[config.mk]
export PLATFORM = sky130hd
export DESIGN_NAME = frac_pwm_capture_flat
export DESIGN_NICKNAME = d
export VERILOG_FILES = /design/src/rtl/frac_pwm_capture_if.sv /design/src/rtl/frac_pwm_capture.sv /design/src/flat_wrapper.sv
export SDC_FILE = /design/constraint.sdc
export NUM_CORES = 1
export LEC_CHECK = 0
export CORE_UTILIZATION = 57
export CTS_CLUSTER_SIZE = 10
export DETAILED_ROUTE_END_ITERATION = 16
export PLACE_DENSITY = 0.79
export SKIP_CTS_REPAIR_TIMING = 1
export SYNTH_ARGS = -nofsm -noshare
export SYNTH_HDL_FRONTEND = slang
export SYNTH_SLANG_ARGS = --single-unit
[constraint.sdc]
create_clock -name sys_clk -period 3.3 [get_ports sys_clk]
set_input_delay 0.66 -clock sys_clk [delete_from_list [all_inputs] [get_ports sys_clk]]
set_output_delay 0.66 -clock sys_clk [all_outputs]
set_load 0.02 [all_outputs]
[src/rtl/frac_pwm_capture_if.sv]
// Measurement bus of the fractional PWM capture block.
// Carries the PWM input plus period/high/duty results and status flags.
//   pwm_in                    : PWM waveform, asynchronous to the capture clock
//   period_o/high_o/per_valid : per-period measurement and its strobe
//   duty_int/duty_frac        : windowed average high time (Nf + m/M) and strobe
//   frac_valid                : strobe for duty_int/duty_frac
//   stuck/stuck_level         : no-edge status and the level the input stuck at
interface frac_pwm_capture_if #(
    parameter int WIDTH = 17,
    parameter int FSZE  = 6
);
    logic             pwm_in;
    logic [WIDTH-1:0] period_o;
    logic [WIDTH-1:0] high_o;
    logic             per_valid;
    logic [WIDTH-1:0] duty_int;
    logic [FSZE-1:0]  duty_frac;
    logic             frac_valid;
    logic             stuck;
    logic             stuck_level;

    modport master (
        input  pwm_in,
        output period_o, high_o, per_valid,
        output duty_int, duty_frac, frac_valid,
        output stuck, stuck_level
    );

    modport slave (
        output pwm_in,
        input  period_o, high_o, per_valid,
        input  duty_int, duty_frac, frac_valid,
        input  stuck, stuck_level
    );
endinterface

[src/rtl/frac_pwm_capture.sv]
// Fractional PWM capture: measures period and high time of a PWM input and
// averages high time over 2^FSZE periods into integer + FSZE-bit fraction.
//   sys_clk : capture clock, rising edge
//   rst     : synchronous active-high reset
//   bus     : measurement bus (master side), see frac_pwm_capture_if
module frac_pwm_capture #(
    parameter int WIDTH = 17,
    parameter int FSZE  = 6,
    parameter int TMO   = (1 << WIDTH) - 1
) (
    input  logic                sys_clk,
    input  logic                rst,
    frac_pwm_capture_if.master  bus
);

    localparam int AW = WIDTH + FSZE;
    localparam logic [WIDTH-1:0] TMO_C  = WIDTH'(TMO);
    localparam logic [WIDTH-1:0] CNT_MAX = '1;
    localparam logic [WIDTH-1:0] CNT_ONE = WIDTH'(1);

    typedef enum logic [1:0] {
        IDLE  = 2'd0,
        MEAS  = 2'd1,
        STUCK = 2'd2
    } state_e;

    state_e state_q, state_d;

    logic             sync1_q, sync1_d;
    logic             s_q, s_d;
    logic             sd_q, sd_d;
    logic [WIDTH-1:0] cp_q, cp_d;
    logic [WIDTH-1:0] ch_q, ch_d;
    logic [AW-1:0]    acc_q, acc_d;
    logic [FSZE-1:0]  wcnt_q, wcnt_d;
    logic [WIDTH-1:0] period_q, period_d;
    logic [WIDTH-1:0] high_q, high_d;
    logic [WIDTH-1:0] duty_int_q, duty_int_d;
    logic [FSZE-1:0]  duty_frac_q, duty_frac_d;
    logic             per_valid_q, per_valid_d;
    logic             frac_valid_q, frac_valid_d;
    logic             stuck_q, stuck_d;
    logic             stuck_lvl_q, stuck_lvl_d;

    logic             rise;
    logic             tmo_hit;
    logic [AW-1:0]    acc_sum;

    assign rise    = s_q & ~sd_q;
    // a rise in the same cycle as the timeout takes precedence
    assign tmo_hit = (cp_q == TMO_C) & ~rise;
    assign acc_sum = acc_q + AW'(ch_q);

    // state register
    always_ff @(posedge sys_clk) begin
        if (rst) begin
            state_q <= IDLE;
        end else begin
            state_q <= state_d;
        end
    end

    // next-state logic
    always_comb begin
        state_d = state_q;
        unique case (state_q)
            IDLE: begin
                if (rise) begin
                    state_d = MEAS;
                end else if (tmo_hit) begin
                    state_d = STUCK;
                end
            end
            MEAS: begin
                if (tmo_hit) begin
                    state_d = STUCK;
                end
            end
            STUCK: begin
                if (rise) begin
                    state_d = MEAS;
                end
            end
            default: state_d = IDLE;
        endcase
    end

    // output and datapath logic
    always_comb begin
        sync1_d      = bus.pwm_in;
        s_d          = sync1_q;
        sd_d         = s_q;
        acc_d        = acc_q;
        wcnt_d       = wcnt_q;
        period_d     = period_q;
        high_d       = high_q;
        duty_int_d   = duty_int_q;
        duty_frac_d  = duty_frac_q;
        per_valid_d  = 1'b0;
        frac_valid_d = 1'b0;
        stuck_d      = stuck_q;
        stuck_lvl_d  = stuck_lvl_q;

        if (rise) begin
            cp_d = CNT_ONE;
            ch_d = CNT_ONE;
        end else begin
            cp_d = (cp_q == CNT_MAX) ? cp_q : cp_q + CNT_ONE;
            ch_d = (ch_q == CNT_MAX) ? ch_q : ch_q + WIDTH'(s_q);
        end

        unique case (state_q)
            IDLE: begin
                if (tmo_hit) begin
                    stuck_d     = 1'b1;
                    stuck_lvl_d = s_q;
                    acc_d       = '0;
                    wcnt_d      = '0;
                end
            end
            MEAS: begin
                if (rise) begin
                    period_d    = cp_q;
                    high_d      = ch_q;
                    per_valid_d = 1'b1;
                    acc_d       = acc_sum;
                    wcnt_d      = wcnt_q + FSZE'(1);
                    // last period of the window: publish and restart
                    if (wcnt_q == '1) begin
                        duty_int_d   = acc_sum[AW-1:FSZE];
                        duty_frac_d  = acc_sum[FSZE-1:0];
                        frac_valid_d = 1'b1;
                        acc_d        = '0;
                        wcnt_d       = '0;
                    end
                end else if (tmo_hit) begin
                    stuck_d     = 1'b1;
                    stuck_lvl_d = s_q;
                    acc_d       = '0;
                    wcnt_d      = '0;
                end
            end
            STUCK: begin
                // this rise only opens a new period
                if (rise) begin
                    stuck_d = 1'b0;
                end
            end
            default: ;
        endcase
    end

    always_ff @(posedge sys_clk) begin
        if (rst) begin
            sync1_q      <= 1'b0;
            s_q          <= 1'b0;
            sd_q         <= 1'b0;
            cp_q         <= '0;
            ch_q         <= '0;
            acc_q        <= '0;
            wcnt_q       <= '0;
            period_q     <= '0;
            high_q       <= '0;
            duty_int_q   <= '0;
            duty_frac_q  <= '0;
            per_valid_q  <= 1'b0;
            frac_valid_q <= 1'b0;
            stuck_q      <= 1'b0;
            stuck_lvl_q  <= 1'b0;
        end else begin
            sync1_q      <= sync1_d;
            s_q          <= s_d;
            sd_q         <= sd_d;
            cp_q         <= cp_d;
            ch_q         <= ch_d;
            acc_q        <= acc_d;
            wcnt_q       <= wcnt_d;
            period_q     <= period_d;
            high_q       <= high_d;
            duty_int_q   <= duty_int_d;
            duty_frac_q  <= duty_frac_d;
            per_valid_q  <= per_valid_d;
            frac_valid_q <= frac_valid_d;
            stuck_q      <= stuck_d;
            stuck_lvl_q  <= stuck_lvl_d;
        end
    end

    assign bus.period_o    = period_q;
    assign bus.high_o      = high_q;
    assign bus.per_valid   = per_valid_q;
    assign bus.duty_int    = duty_int_q;
    assign bus.duty_frac   = duty_frac_q;
    assign bus.frac_valid  = frac_valid_q;
    assign bus.stuck       = stuck_q;
    assign bus.stuck_level = stuck_lvl_q;

endmodule

[src/flat_wrapper.sv]
// flat-port wrapper written by rule: the top's interface ports become plain ports
module frac_pwm_capture_flat 
#(
    parameter int WIDTH = 17,
    parameter int FSZE  = 6,
    parameter int TMO   = (1 << WIDTH) - 1
)
  (sys_clk, rst, bus_pwm_in, bus_period_o, bus_high_o, bus_per_valid, bus_duty_int, bus_duty_frac, bus_frac_valid, bus_stuck, bus_stuck_level);
  frac_pwm_capture_if #(.WIDTH(WIDTH), .FSZE(FSZE)) bus_i ();
  input  logic sys_clk;
  input  logic rst;
  input wire logic [$bits(bus_i.pwm_in)-1:0] bus_pwm_in;
  output wire logic [$bits(bus_i.period_o)-1:0] bus_period_o;
  output wire logic [$bits(bus_i.high_o)-1:0] bus_high_o;
  output wire logic [$bits(bus_i.per_valid)-1:0] bus_per_valid;
  output wire logic [$bits(bus_i.duty_int)-1:0] bus_duty_int;
  output wire logic [$bits(bus_i.duty_frac)-1:0] bus_duty_frac;
  output wire logic [$bits(bus_i.frac_valid)-1:0] bus_frac_valid;
  output wire logic [$bits(bus_i.stuck)-1:0] bus_stuck;
  output wire logic [$bits(bus_i.stuck_level)-1:0] bus_stuck_level;
  assign bus_i.pwm_in = bus_pwm_in;
  assign bus_period_o = bus_i.period_o;
  assign bus_high_o = bus_i.high_o;
  assign bus_per_valid = bus_i.per_valid;
  assign bus_duty_int = bus_i.duty_int;
  assign bus_duty_frac = bus_i.duty_frac;
  assign bus_frac_valid = bus_i.frac_valid;
  assign bus_stuck = bus_i.stuck;
  assign bus_stuck_level = bus_i.stuck_level;
  frac_pwm_capture #(.WIDTH(WIDTH), .FSZE(FSZE), .TMO(TMO)) u_core (.sys_clk(sys_clk), .rst(rst), .bus(bus_i));
endmodule
Word level (Yosys, flattened, before mapping)
Index checks and enable logic that the tools add are counted.

word-level totals
  register bits = 129
  bits in latches = 0
  memory bits (writable) = 0
  bits in read-only memories = 0
  input bits = 3
  output and inout port bits = 61
  word-level logic and storage cells = 71
  memories = 0

operators by class
  add/sub/neg operators = 4
  multiply operators = 0
  divide/modulo/power cells = 0
  magnitude comparators = 0
  equality and inequality tests = 9
  shift-type cells = 0
  multiplexer cells = 25
  bitwise operators = 5
  reduce and logical (&&, ||, !) cells = 10

operator list
  kind                                                             count
  23-bit two-way mux                                               3
  23-bit case mux with 2 select lines                              1
  17-bit == test, second input constant                            2
  23-bit by 17-bit adder with 23-bit output                        1
  6-bit two-way mux                                                3
  17-bit by 1-bit adder with 17-bit output                         1
  17-bit by 1-bit adder with 17-bit output, second input constant  1
  6-bit case mux with 2 select lines                               1
  1-bit two-way mux                                                11
  6-bit by 1-bit adder with 6-bit output, second input constant    1
  6-bit == test, second input constant                             1
  2-bit two-way mux                                                3
  2-bit by 1-bit != test with 1-bit output, second input constant  3
  2-bit case mux with 3 select lines                               1
  3-bit AND reduction                                              2
  2-bit AND reduction                                              2
  2-bit OR reduction                                               2
  1-bit NOT                                                        3
  1-bit case mux with 3 select lines                               1
  3-bit nonzero test                                               1
  3-bit OR reduction                                               1
  1-bit bitwise AND                                                2
  2-bit by 1-bit == test with 1-bit output, second input constant  1
  2-bit == test, second input constant                             1
  other kinds (4)                                                  4

Logic depth before layout (Yosys ltp)
Gate-level depths: netlist of run 1.

  depth after elaboration = 7
  depth in mapped cells = 11
  mapped depth without buffers = 11

Worst setup path before layout of run 1
OpenSTA, ideal clock, no wires.

  path kind = reg-to-reg
  start = register u_core.ch_q[1]
  end = register u_core.duty_int_q[16] (netlist: u_core.bus.duty_int[16])
  library setup time = 0.091 ns
  data arrival time = 2.542 ns
  data required time = 3.209 ns
  path slack = 0.667 ns
  stages on the path, launching flop included = 12
  path buffers = 2
  clock period less this slack = 2.633 ns
  cell sequence = dfxtp_1 -> clkbuf_1 -> inv_1 -> fa_1 -> nand2b_1 -> a21oi_1 -> nor3_1 -> o21ba_1 -> buf_6 -> o21a_1 -> or3_1 -> a311oi_1

on the way
  cells in the longest elaborated chain, start to end = 1

ends and longest elaborated chain
  item                                       RTL line                 text
  from (decl)                                frac_pwm_capture.sv:33   logic [WIDTH-1:0] ch_q, ch_d;
  from (signal assigned)                     frac_pwm_capture.sv:175  ch_q <= ch_d;
  23-bit by 17-bit adder with 23-bit output  frac_pwm_capture.sv:52   assign acc_sum = acc_q + AW'(ch_q);
  to (signal assigned)                       frac_pwm_capture.sv:180  duty_int_q <= duty_int_d;
  to (decl)                                  frac_pwm_capture.sv:38   logic [WIDTH-1:0] duty_int_q, duty_int_d;

No other way between the ends.
A chain may end at the register's enable or synchronous reset.

Worst setup path after layout of run 1
Ends and elaborated chain as after synthesis.

==> qor_table.md, run 1 <==
| Quantity | Reported | Unit |
|:---|:---|:---|
| Status | completed | - |
| Dominant cells by area after synthesis | sky130_fd_sc_hd__dfxtp_1 41%, sky130_fd_sc_hd__nand2_1 8.2%, sky130_fd_sc_hd__a21oi_1 7.0%, sky130_fd_sc_hd__nor2_1 4.8%, sky130_fd_sc_hd__ha_1 4.4% | - |
| Worst Hold Path EP | u_core.s_q | - |
| Multi-input gate area in the final layout | 3420 | um^2 |
| Critical Path Source Type | flop | - |
| Die width | 107 | um |
| Clock latency on the worst-skew pair | 0.52 | ns |
| Final Setup Violations | 0 | - |
| Flip-flop and latch count after synthesis | 129 | - |
| Worst endpoint required time | 3.73 | ns |
| Drt via density | 5.83 | - |
| Worst hold-check path type | reg -> reg | - |
| Clock root cell | sky130_fd_sc_hd__clkbuf_8 | - |
| Synth Area in XOR/XNOR | 0.0557 | - |
| Source of the worst hold timing path | u_core.s_d | - |
| Boundary pin count | 64 | - |
| Final cycle utilization of the critical path | 0.849 | - |
| Final Non-Filler Cells | 986 | - |
| GRT Resource Usage Total | 0.294 | - |
| Post-Route Setup TNS | 0 | ns |
| Critical Path End Type | flop | - |
| Top-area cell type share of the netlist area | 0.411 | - |
| Cell taking the most area after synthesis | sky130_fd_sc_hd__dfxtp_1 | - |
| Number of routed nets with antenna violations | 0 | - |
| Multiplexer share of the synthesized area | 0.00498 | - |
| Die Y | 107 | um |
| Layout-stage area growth over the synthesis result | 19.5 | % |
| Switching power total | 766 | uW |
| Simple-gate share of the synthesized area | 0.243 | - |
| Sequential cell area fraction in the yosys report | 0.411 | - |
| Proportion of register bits with asynchronous set or reset after synthesis | 0 | - |
| DR iter-0 viols | 302 | - |
| CTS buffer count | 17 | - |
| Post-Synthesis Mean Instance Area | 7.99 | um^2 |
| Fraction of power spent switching nets | 0.226 | - |
| Worst vdd ir | 528 | uV |
| Critical register-to-register path endpoint | u_core.bus.duty_int[16] | - |
| Final Max Tran Viols | 0 | - |
| Post-synth EDFFs | 0 | - |
| Post-synthesis adder-cell area fraction | 0.0470 | - |
| Startpoint of the worst register-to-register path | u_core.ch_q[1] | - |
| DRC violations left | 0 | - |
| Pin count of the biggest net entering global routing | 58 | - |
| Number of vias after detailed routing | 5744 | - |
| Total standard cell area after synthesis | 6290 | um^2 |
| Total routed wirelength | 16200 | um |
| Unique masters post-synth | 65 | - |
| Worst Path Max Fanout | 11 | - |
| Number of antenna violations at the first check in global routing | 0 | - |
| Area of the die | 11500 | um^2 |
| Crit Path Class | reg -> reg | - |
| Time the worst path needs with I/O delays and setup | 2.80 | ns |
| Reg2reg path depth | 9 | - |
| Unrepaired setup endpoints after global routing | no | - |
| Top cells by count, synth | 137 x sky130_fd_sc_hd__nand2_1, 129 x sky130_fd_sc_hd__dfxtp_1, 88 x sky130_fd_sc_hd__a21oi_1 | - |
| Fillcell total | 843 | - |
| Tightest slew margin relative to the limit | 0.355 | - |
| Fmax achieved | 0.357 | GHz |
| Number of H-tree levels | 4 | - |
| Count of standard-cell rows | 37 | - |
| CTS clk-pin slew, worst paths | 0.06 | ns |
| RePlAce Congestion | 0.912 | - |
| Combinational group share of total power | 0.021 | - |
| CTS tree | done | - |
| Via count of the first global-routing pass | 5324 | - |
| Dominant combinational cell family by area after synthesis | simple AND/OR/NAND/NOR gates | - |
| Global-route wire length before repair | 26100 | um |
| Number of detailed-route iterations in the first pass | 5 | - |
| Final hold violations | 0 | - |
| Share of the synthesized area in compound gates (AO/OA/AOI/OAI) | 0.192 | - |
| Post-Place Cells | 954 | - |
| Detailed Place HPWL | 11300 | um |
| Worst hold path depth | 1 | - |
| Leakage power summed over all cells | 2.74 | nW |
| Top-count cell post-synth | sky130_fd_sc_hd__nand2_1 | - |
| Final worst clock skew | 0.00721 | ns |
| Nets | 863 | - |
| Maximum root-to-sink buffer count | 2 | - |
| Fraction of final layout cells with drive strength greater than 1 | 0.0706 | - |
| Synth Flop Type | sky130_fd_sc_hd__dfxtp_1 | - |
| Gate count of the mapped netlist | 787 | - |
| Count of synthesis-stage warnings from yosys | 0 | - |
| Max Cap Viol | 0 | - |
| Initial standard-cell utilization of the core | 0.598 | - |
| Data arrival time of the critical path | 3.24 | ns |
| Worst-case register-to-register setup slack | 0.50 | ns |
| Routed wire length per instance | 16.4 | um |
| Congestion Overflow GR | 0 | - |
| Number of clock sinks | 129 | - |
| Least-Margin Pin Slew | 0.964 | ns |
| N_diodes | 0 | - |
| Clk pwr share | 0.514 | - |
| Seq pwr share | 0.465 | - |
| Area used by sequential logic in the layout | 2580 | um^2 |
| Count of input and output buffers | 63 | - |
| Net count after synthesis | 813 | - |
| Cell internal power dissipation | 2.62 | mW |
| Standard cell core area | 10500 | um^2 |
| P per Cell Area | 450 | nW/um^2 |
[logic make-up after synthesis]
family | Yosys count
AO/OA/AOI/OAI | 192
AND/OR/NAND/NOR | 336
flip-flops | 129
buffers and inverters | 64
XOR/XNOR | 40
adder cells (fa/ha/maj) | 23
multiplexers | 3
[layout make-up]
type / instances / share of cell area
timing repair buffer: 75 / 0.0953
clock buffer: 19 / 0.0588
clock inverter: 13 / 0.0148
multi-input combinational: 594 / 0.455
inverter: 20 / 0.00999
sequential: 129 / 0.344
tap: 136 / 0.0227
[layer usage]
metal  wire length [um]  global-route usage
met3                923              0.0687
met5                  0                   0
met1               7140               0.377
met4                363               0.107
met2               7740               0.482
[placed cells by master (no fill, tap or decap), types with 12 or more instances in the layout]
| cell | instances |
|---|---|
| sky130_fd_sc_hd__a21oi_1 | 88 |
| sky130_fd_sc_hd__ha_1 | 22 |
| sky130_fd_sc_hd__xor2_1 | 22 |
| sky130_fd_sc_hd__dfxtp_1 | 129 |
| sky130_fd_sc_hd__nor3_1 | 18 |
| sky130_fd_sc_hd__nand3_1 | 37 |
| sky130_fd_sc_hd__clkdlybuf4s50_1 | 62 |
| sky130_fd_sc_hd__nand2_1 | 137 |
| sky130_fd_sc_hd__o21ai_0 | 35 |
| sky130_fd_sc_hd__xnor2_1 | 18 |
| sky130_fd_sc_hd__inv_1 | 20 |
| sky130_fd_sc_hd__nor2_1 | 80 |
| sky130_fd_sc_hd__buf_4 | 12 |
| sky130_fd_sc_hd__clkbuf_16 | 16 |
[critical path, cell delays in order, from the launching register on]
cell and delay [ns]:
sky130_fd_sc_hd__dfxtp_1 0.53, sky130_fd_sc_hd__inv_1 0.11, sky130_fd_sc_hd__fa_1 0.43, sky130_fd_sc_hd__nand2b_1 0.18, sky130_fd_sc_hd__a21oi_1 0.19, sky130_fd_sc_hd__nor3_1 0.11, sky130_fd_sc_hd__o21ba_1 0.32, sky130_fd_sc_hd__o21a_1 0.25
sky130_fd_sc_hd__or3_1 0.34, sky130_fd_sc_hd__a311oi_1 0.25
[sequential cells by signal, summed over array words and instances (netlist names)]
signal	count
u_core.state_q	2
u_core.ch_q	17
u_core.sd_q	1
u_core.bus.duty_int	17
u_core.acc_q	23
u_core.bus.per_valid	1
u_core.cp_q	17
u_core.bus.stuck	1
u_core.bus.high_o	17
u_core.bus.period_o	17
u_core.bus.frac_valid	1
u_core.wcnt_q	6
u_core.bus.stuck_level	1
u_core.bus.duty_frac	6
u_core.s_d	1
u_core.s_q	1
[power groups by stage]
stage                     sequential (mW)  clock, mW  combinational [mW]
final                                1.57       1.74              0.0699
after global routing                 1.57       1.83              0.0767
after CTS                            1.57       1.76              0.0703
after detailed placement             1.61          0              0.0699
after global placement               1.61          0              0.0689
after floorplan                      1.61          0              0.0498
[metrics by stage]
stage / setup WS (ns) / utilization / hold slack, ns / instance area, um^2 / power [mW]
after floorplan: 0.667 / - / 0.414 / 6290 / 1.65
after global placement: 0.605 / 0.662 / 0.425 / 6960 / 1.68
after detailed placement: 0.534 / 0.662 / 0.428 / 6960 / 1.68
after CTS: 0.517 / 0.715 / 0.445 / 7510 / 3.40
after global routing: 0.322 / 0.715 / 0.460 / 7510 / 3.49
final: 0.500 / 0.715 / 0.440 / 7510 / 3.38
[worst max path at each step]
stage | start | endpoint | cells after the start
2_1_floorplan | u_core.ch_q[1] | u_core.bus.duty_int[16] | 11
3_5_place_dp | u_core.ch_q[1] | u_core.bus.duty_int[16] | 9
5_1_grt | u_core.ch_q[1] | u_core.bus.duty_int[16] | 9
6_report | u_core.ch_q[1] | u_core.bus.duty_int[16] | 9
4_1_cts | u_core.ch_q[1] | u_core.bus.duty_int[16] | 9
3_3_place_gp | u_core.ch_q[1] | u_core.bus.duty_int[16] | 9
Power figures use the tool's default switching activity.
==> inputs of run 2 (changes only) <==
Clock period 3.3 ns to 2.6 ns, I/O delays scaled along.
==> run 2 against run 1 <==
Against the previous run: critical path depth shrank 1; maximum frequency up 11%; worst hold slack got worse by 0.096 ns; critical endpoint is now u_core.acc_q[19]; routed wire length grew 7.3%; power rose by 37%; worst setup slack worse by 0.42 ns; clock-buffer cell count is 1 higher; largest power group unchanged; first-iteration DRC count increased by 39%; register-to-register slack got worse by 0.42 ns; flip-flop and latch count did not move; highest routed layer unchanged; global-route usage increased by 1.7 points.
==> qor_table.md, run 2 (synthesized netlist as in run 1, its figures left out) <==
| Quantity | Reported | Unit | Delta |
|:---|:---|:---|:---|
| Count of input and output buffers | 63 | - | unchanged |
| Via count of the first global-routing pass | 5816 | - | +9.2% |
| Worst Path Max Fanout | 7 | - | -4 |
| N_diodes | 0 | - | unchanged |
| Number of routed nets with antenna violations | 0 | - | unchanged |
| Final hold violations | 0 | - | unchanged |
| DR iter-0 viols | 419 | - | +39% |
| Least-Margin Pin Slew | 0.696 | ns | -0.268 ns |
| Boundary pin count | 64 | - | unchanged |
| Fraction of final layout cells with drive strength greater than 1 | 0.129 | - | +0.0588 |
| Count of standard-cell rows | 37 | - | unchanged |
| Total routed wirelength | 17400 | um | +7.3% |
| Data arrival time of the critical path | 2.97 | ns | -0.27 ns |
| Crit Path Class | reg -> reg | - |  |
| Most frequent cells in the layout | 137 x sky130_fd_sc_hd__nand2_1, 129 x sky130_fd_sc_hd__dfxtp_1, 87 x sky130_fd_sc_hd__a21oi_1, 79 x sky130_fd_sc_hd__nor2_1, 62 x sky130_fd_sc_hd__clkdlybuf4s50_1 | - |  |
| Number of H-tree levels | 4 | - | unchanged |
| Layout-stage area growth over the synthesis result | 27.0 | % |  |
| Switching power total | 990 | uW | +29% |
| Initial standard-cell utilization of the core | 0.598 | - | unchanged |
| Number of buffers and inverters on the critical path | 1 | - | unchanged |
| Tightest slew margin relative to the limit | 0.532 | - | +0.177 |
| Leakage power summed over all cells | 3.01 | nW | +10% |
| Seq pwr share | 0.432 | - | -0.033 |
| Die Y | 107 | um | unchanged |
| Critical Path End Type | flop | - |  |
| CTS clk-pin slew, worst paths | 0.06 | ns | about the same |
| Ordered cell list for the critical path | ha_1, inv_1, nor3_4, o211ai_1, a31oi_4, nor2b_2, or4b_1, a311oi_2 | - |  |
| Number of detailed-route iterations in the first pass | 5 | - | unchanged |
| DRC violations left | 0 | - | unchanged |
| Critical Path Source Type | flop | - |  |
| Worst hold-check path type | in -> reg | - |  |
| Number of antenna violations at the first check in global routing | 0 | - | unchanged |
| Fmax achieved | 0.396 | GHz | +11% |
| Combinational group share of total power | 0.023 | - | +0.002 |
| Number of flip-flops in the largest register | 23 | - | unchanged |
| Top cell family by delay on the critical path | simple AND/OR/NAND/NOR gates | - |  |
| Area of the die | 11500 | um^2 | unchanged |
| Global-route wire length before repair | 27800 | um | +6.7% |
| Max incr delay on CP | 0.52 | ns | about the same |
| CTS tree | done | - |  |
| Congestion Overflow GR | 0 | - | unchanged |
| Standard cell core area | 10500 | um^2 | unchanged |
| Status | completed | - |  |
| Drt via density | 5.98 | - | +2.6% |
| Met2 Usage GRT | 0.502 | - | +0.0198 |
| Final cycle utilization of the critical path | 0.970 | - | +0.122 |
| Fillcell total | 752 | - | -11% |
| Routed wire length per instance | 16.9 | um | +3.2% |
| Number of vias after detailed routing | 6129 | - | +6.7% |
| P per Cell Area | 579 | nW/um^2 | +28% |
| Final worst clock skew | 0.00793 | ns | +0.000713 ns |
| Time the worst path needs with I/O delays and setup | 2.52 | ns | -0.277 ns |
| Post-Route Setup TNS | 0 | ns | unchanged |
| GRT met3 Usage | 0.0584 | - | -0.0103 |
| CTS buffer count | 17 | - | unchanged |
| Final Setup Violations | 0 | - | unchanged |
| Final design area excluding fillers | 7980 | um^2 | +6.3% |
| Worst endpoint required time | 3.05 | ns | -0.68 ns |
| Die width | 107 | um | unchanged |
| RePlAce Congestion | 0.880 | - | -3.5% |
| Crit path max-delay cell type | sky130_fd_sc_hd__or4b_1 | - |  |
| Cell internal power dissipation | 3.63 | mW | +39% |
| Clk pwr share | 0.545 | - | +0.031 |
| Pin count of the biggest net entering global routing | 51 | - | -12% |
| Cell area after placement | 7230 | um^2 | +3.8% |
| Layer with the highest usage after global routing | met2 | - |  |
| Final Max Tran Viols | 0 | - | unchanged |
| Maximum root-to-sink buffer count | 2 | - | unchanged |
| Number of clock sinks | 129 | - | unchanged |
| Fraction of power spent switching nets | 0.214 | - | -0.0119 |
| GRT Resource Usage Total | 0.312 | - | +0.0173 |
| Clock root cell | sky130_fd_sc_hd__clkbuf_8 | - |  |
| Met1 track demand over resource | 0.395 | - | +0.0175 |
| Worst vdd ir | 586 | uV | +11% |
| Most common library cell in the layout ignoring fill and taps | sky130_fd_sc_hd__nand2_1 | - |  |
| Detailed Place HPWL | 11900 | um | +5.4% |
| Clock latency on the worst-skew pair | 0.53 | ns | about the same |
| Register with the most flip-flops | u_core.acc_q | - |  |
| Nets | 902 | - | +4.5% |
| Max Cap Viol | 0 | - | unchanged |
| Unrepaired setup endpoints after global routing | yes | - |  |
[run 2: changes by cell type in the layout (fill, tap and decap cells not counted), sizes merged]
cell      previous run  this run
buf                 13        52
bufinv               1         4
clkbuf              19        20
clkinv               6         4
clkinvlp             4         2
[run 2: path summary, 6_finish.rpt]
path             startpoint                 endpoint  slack (ns)  cells past startpoint
max          u_core.ch_q[2]         u_core.acc_q[19]        0.08                      8
min                     rst  u_core.bus.duty_int[15]        0.34                      2
max reg2reg  u_core.ch_q[2]         u_core.acc_q[19]        0.08                      8
min reg2reg      u_core.s_d               u_core.s_q        0.45                      1
[run 2: layout make-up]
class / instances / area (um^2) / area share
Clock buffer: 20 / 445 / 0.0558
Clock inverter: 12 / 180 / 0.0226
Inverter: 20 / 75.1 / 0.00940
Multi-Input combinational cell: 594 / 3510 / 0.440
Sequential cell: 129 / 2580 / 0.323
Tap cell: 136 / 170 / 0.0213
Timing Repair Buffer: 114 / 1020 / 0.128
[run 2: power groups by stage]
stage	clock (mW)	combinational, mW	sequential, mW
floorplan	0	0.0633	2.04
global placement	0	0.0990	2.04
detailed placement	0	0.100	2.04
CTS	2.54	0.102	2.00
global route	2.63	0.113	2.00
finish	2.52	0.104	2.00
[run 2: through the flow]
| step | cells | hold WS [ns] | util | setup slack [ns] | total power [mW] |
|---|---|---|---|---|---|
| 2_1_floorplan | 787 | 0.414 | - | 0.0622 | 2.10 |
| 3_3_place_gp | 988 | 0.420 | 0.688 | 0.0555 | 2.14 |
| 3_5_place_dp | 988 | 0.438 | 0.688 | -0.0415 | 2.14 |
| 4_1_cts | 1020 | 0.311 | 0.747 | -0.0725 | 4.63 |
| 5_1_grt | 1025 | 0.347 | 0.760 | -0.0155 | 4.74 |
| 6_report | 1025 | 0.344 | 0.760 | 0.0768 | 4.62 |
[run 2: worst register-to-register path, stage by stage (launching register included)]
cell and delay (ns):
sky130_fd_sc_hd__dfxtp_1 0.33, sky130_fd_sc_hd__ha_1 0.38, sky130_fd_sc_hd__inv_1 0.11, sky130_fd_sc_hd__nor3_4 0.24, sky130_fd_sc_hd__o211ai_1 0.20, sky130_fd_sc_hd__a31oi_4 0.28
sky130_fd_sc_hd__nor2b_2 0.12, sky130_fd_sc_hd__or4b_1 0.52, sky130_fd_sc_hd__a311oi_2 0.24
[run 2: metal layers]
metal,part of all wire,vias up,wire length (um)
met4,0.038,0,660
met3,0.060,49,1040
met2,0.48,235,8380
li1,-,2929,-
met1,0.42,2916,7270
met5,0,-,0
==> inputs of run 3 (changes only) <==
Settings changed: GPL_TIMING_DRIVEN set to 0.
==> run 3 against run 2 <==
Against the previous run: clock power barely moved; critical path type unchanged; critical path depth did not move; die area did not move; worst setup slack got worse by 0.063 ns.
==> qor_table.md, run 3 (synthesized netlist as in run 1, its figures left out) <==
| Quantity | Reported | Unit | Delta |
|:---|:---|:---|:---|
| Critical register-to-register path endpoint | u_core.bus.duty_int[9] | - |  |
| Crit path max-delay cell type | sky130_fd_sc_hd__a221o_1 | - |  |
| Critical Path Source Type | flop | - |  |
| Fmax achieved | 0.387 | GHz | -2.4% |
| Least-Margin Pin Slew | 1.01 | ns | +0.313 ns |
| Number of H-tree levels | 4 | - | unchanged |
| Status | completed | - |  |
| Number of detailed-route iterations in the first pass | 6 | - | +1 |
| CTS buffer count | 17 | - | unchanged |
| N_diodes | 0 | - | unchanged |
| Start point of the critical path | u_core.ch_q[4] | - |  |
| Standard cell core area | 10500 | um^2 | unchanged |
| Count of input and output buffers | 63 | - | unchanged |
| Boundary pin count | 64 | - | unchanged |
| Time the worst path needs with I/O delays and setup | 2.59 | ns | +0.0632 ns |
| Worst hold-check path type | reg -> reg | - |  |
| Worst Path Max Fanout | 5 | - | -2 |
| Worst hold path depth | 2 | - | unchanged |
| Max incr delay on CP | 0.46 | ns | -0.06 ns |
| Area of the die | 11500 | um^2 | unchanged |
| RePlAce Congestion | 0.895 | - | +1.7% |
| Ordered cell list for the critical path | ha_4, a21o_2, a31o_2, nor2_1, o211ai_1, a221o_1, nor4b_1, a311o_1 | - |  |
| Clock root cell | sky130_fd_sc_hd__clkbuf_8 | - |  |
| Reg2reg path depth | 8 | - | unchanged |
| Multi-input gate area in the final layout | 3620 | um^2 | +3.1% |
| Most frequent cells in the layout | 135 x sky130_fd_sc_hd__nand2_1, 118 x sky130_fd_sc_hd__dfxtp_1, 86 x sky130_fd_sc_hd__a21oi_1, 77 x sky130_fd_sc_hd__nor2_1, 63 x sky130_fd_sc_hd__clkdlybuf4s50_1 | - |  |
| Die Y | 107 | um | unchanged |
| Number of antenna violations at the first check in global routing | 0 | - | unchanged |
| Initial standard-cell utilization of the core | 0.598 | - | unchanged |
| Number of vias after detailed routing | 6067 | - | -1.0% |
| Routed wire length per instance | 17.3 | um | +1.9% |
| Final Non-Filler Cells | 1023 | - | -0.20% |
| Final hold violations | 0 | - | unchanged |
| P per Cell Area | 581 | nW/um^2 | +0.30% |
| Data arrival time of the critical path | 3.01 | ns | +0.04 ns |
| Most common library cell in the layout ignoring fill and taps | sky130_fd_sc_hd__nand2_1 | - |  |
| Critical Path End Type | flop | - |  |
| Post-Route Setup TNS | 0 | ns | unchanged |
| Detailed Place HPWL | 12300 | um | +3.0% |
| Final setup margin | 0.0136 | ns | -0.0632 ns |
| Final cycle utilization of the critical path | 0.995 | - | +0.0243 |
| Worst endpoint required time | 3.02 | ns | -0.03 ns |
| Maximum root-to-sink buffer count | 2 | - | unchanged |
| Fillcell total | 780 | - | +3.7% |
| GRT Resource Usage Total | 0.307 | - | -0.00458 |
| Final worst clock skew | 0.00637 | ns | -0.00155 ns |
| Startpoint of the worst register-to-register path | u_core.ch_q[4] | - |  |
| Critical path endpoint | u_core.bus.duty_int[9] | - |  |
| Total routed wirelength | 17700 | um | +1.7% |
| Congestion Overflow GR | 0 | - | unchanged |
| Max Cap Viol | 0 | - | unchanged |
| Nets | 901 | - | -0.11% |
| Post-Place Setup Slack | -0.488 | ns | -0.446 ns |
| Via count of the first global-routing pass | 5567 | - | -4.3% |
| Pin count of the biggest net entering global routing | 17 | - | -67% |
| DRC violations left | 0 | - | unchanged |
| Clock latency on the worst-skew pair | 0.54 | ns | about the same |
| CTS clk-pin slew, worst paths | 0.06 | ns | about the same |
| Area used by sequential logic in the layout | 2600 | um^2 | +0.63% |
| Layout-stage area growth over the synthesis result | 27.2 | % |  |
| Tightest slew margin relative to the limit | 0.324 | - | -0.209 |
| Power consumption | 4.64 | mW | +0.51% |
| Die width | 107 | um | unchanged |
| Final Setup Violations | 0 | - | unchanged |
| Number of clock sinks | 129 | - | unchanged |
| Number of routed nets with antenna violations | 0 | - | unchanged |
| Global-route wire length before repair | 27100 | um | -2.6% |
| Post-Place Cells | 986 | - | -0.20% |
| CTS tree | done | - |  |
| Number of flip-flops in the largest register | 23 | - | unchanged |
| Worst vdd ir | 627 | uV | +7.0% |
| Worst-case register-to-register setup slack | 0.01 | ns | -0.06 ns |
| Count of standard-cell rows | 37 | - | unchanged |
| Leakage power summed over all cells | 2.92 | nW | -3.0% |
| Drt via density | 5.93 | - | -0.82% |
| Fraction of final layout cells with drive strength greater than 1 | 0.117 | - | -0.0121 |
| Crit Path Class | reg -> reg | - |  |
| Final Max Tran Viols | 0 | - | unchanged |
| DR iter-0 viols | 447 | - | +6.7% |
| Register with the most flip-flops | u_core.acc_q | - |  |
[run 3: cell count changes in the layout (fill, tap and decap cells not counted), moves of 3 or more]
cell | previous run | this run
sky130_fd_sc_hd__clkbuf_1 | 1 | 29
sky130_fd_sc_hd__dfxtp_2 | 0 | 10
sky130_fd_sc_hd__buf_6 | 0 | 3
sky130_fd_sc_hd__clkbuf_4 | 0 | 3
sky130_fd_sc_hd__buf_1 | 0 | 5
sky130_fd_sc_hd__buf_4 | 50 | 7
sky130_fd_sc_hd__clkbuf_2 | 0 | 3
sky130_fd_sc_hd__ha_4 | 1 | 5
sky130_fd_sc_hd__dfxtp_1 | 129 | 118
[run 3: worst max-delay path: cells and delay by family (launching register included)]
family,cells,cell delay (ns)
adder cells (fa/ha/maj),1,0.23
flip-flops,1,0.39
AND/OR/NAND/NOR,2,0.37
AO/OA/AOI/OAI,5,1.47
[run 3: worst min path at each step]
stage                           start                endpoint
5_1_grt                    u_core.s_d              u_core.s_q
3_5_place_dp               u_core.s_d              u_core.s_q
3_3_place_gp               u_core.s_d              u_core.s_q
4_1_cts        u_core.bus.duty_int[7]  u_core.bus.duty_int[7]
2_1_floorplan              u_core.s_d              u_core.s_q
6_report        u_core.bus.high_o[10]   u_core.bus.high_o[10]
[run 3: area by class of cell]
class,count,area share
plain buffers,43,0.0289
clock buffers,22,0.0554
clock inverters,9,0.0225
inverters,20,0.00938
multi-input cells,594,0.452
flip-flops and latches,129,0.325
well taps,136,0.0213
repair buffers,70,0.0854
[run 3: layer usage]
layer  vias to the layer above  GRT usage  part of all wire
met2                       232      0.513              0.49
met4                         0      0.134             0.031
met3                        41     0.0657             0.062
li1                       2925          -                 -
met1                      2869      0.380              0.42
met5                         -          0                 0
[run 3: power breakdown]
part           switching [mW]  internal (mW)  leakage, nW  total, mW
combinational          0.0811         0.0293         1.58      0.110
sequential            0.00990           1.99         1.05       2.00
clock                   0.860           1.68        0.300       2.54
[run 3: metrics by stage]
step	util	hold WS, ns	area, um^2
global route	0.761	0.464	8000
finish	0.761	0.453	8000
CTS	0.734	0.453	7720
detailed placement	0.675	0.439	7090
global placement	0.675	0.425	7090
floorplan	-	0.414	6290
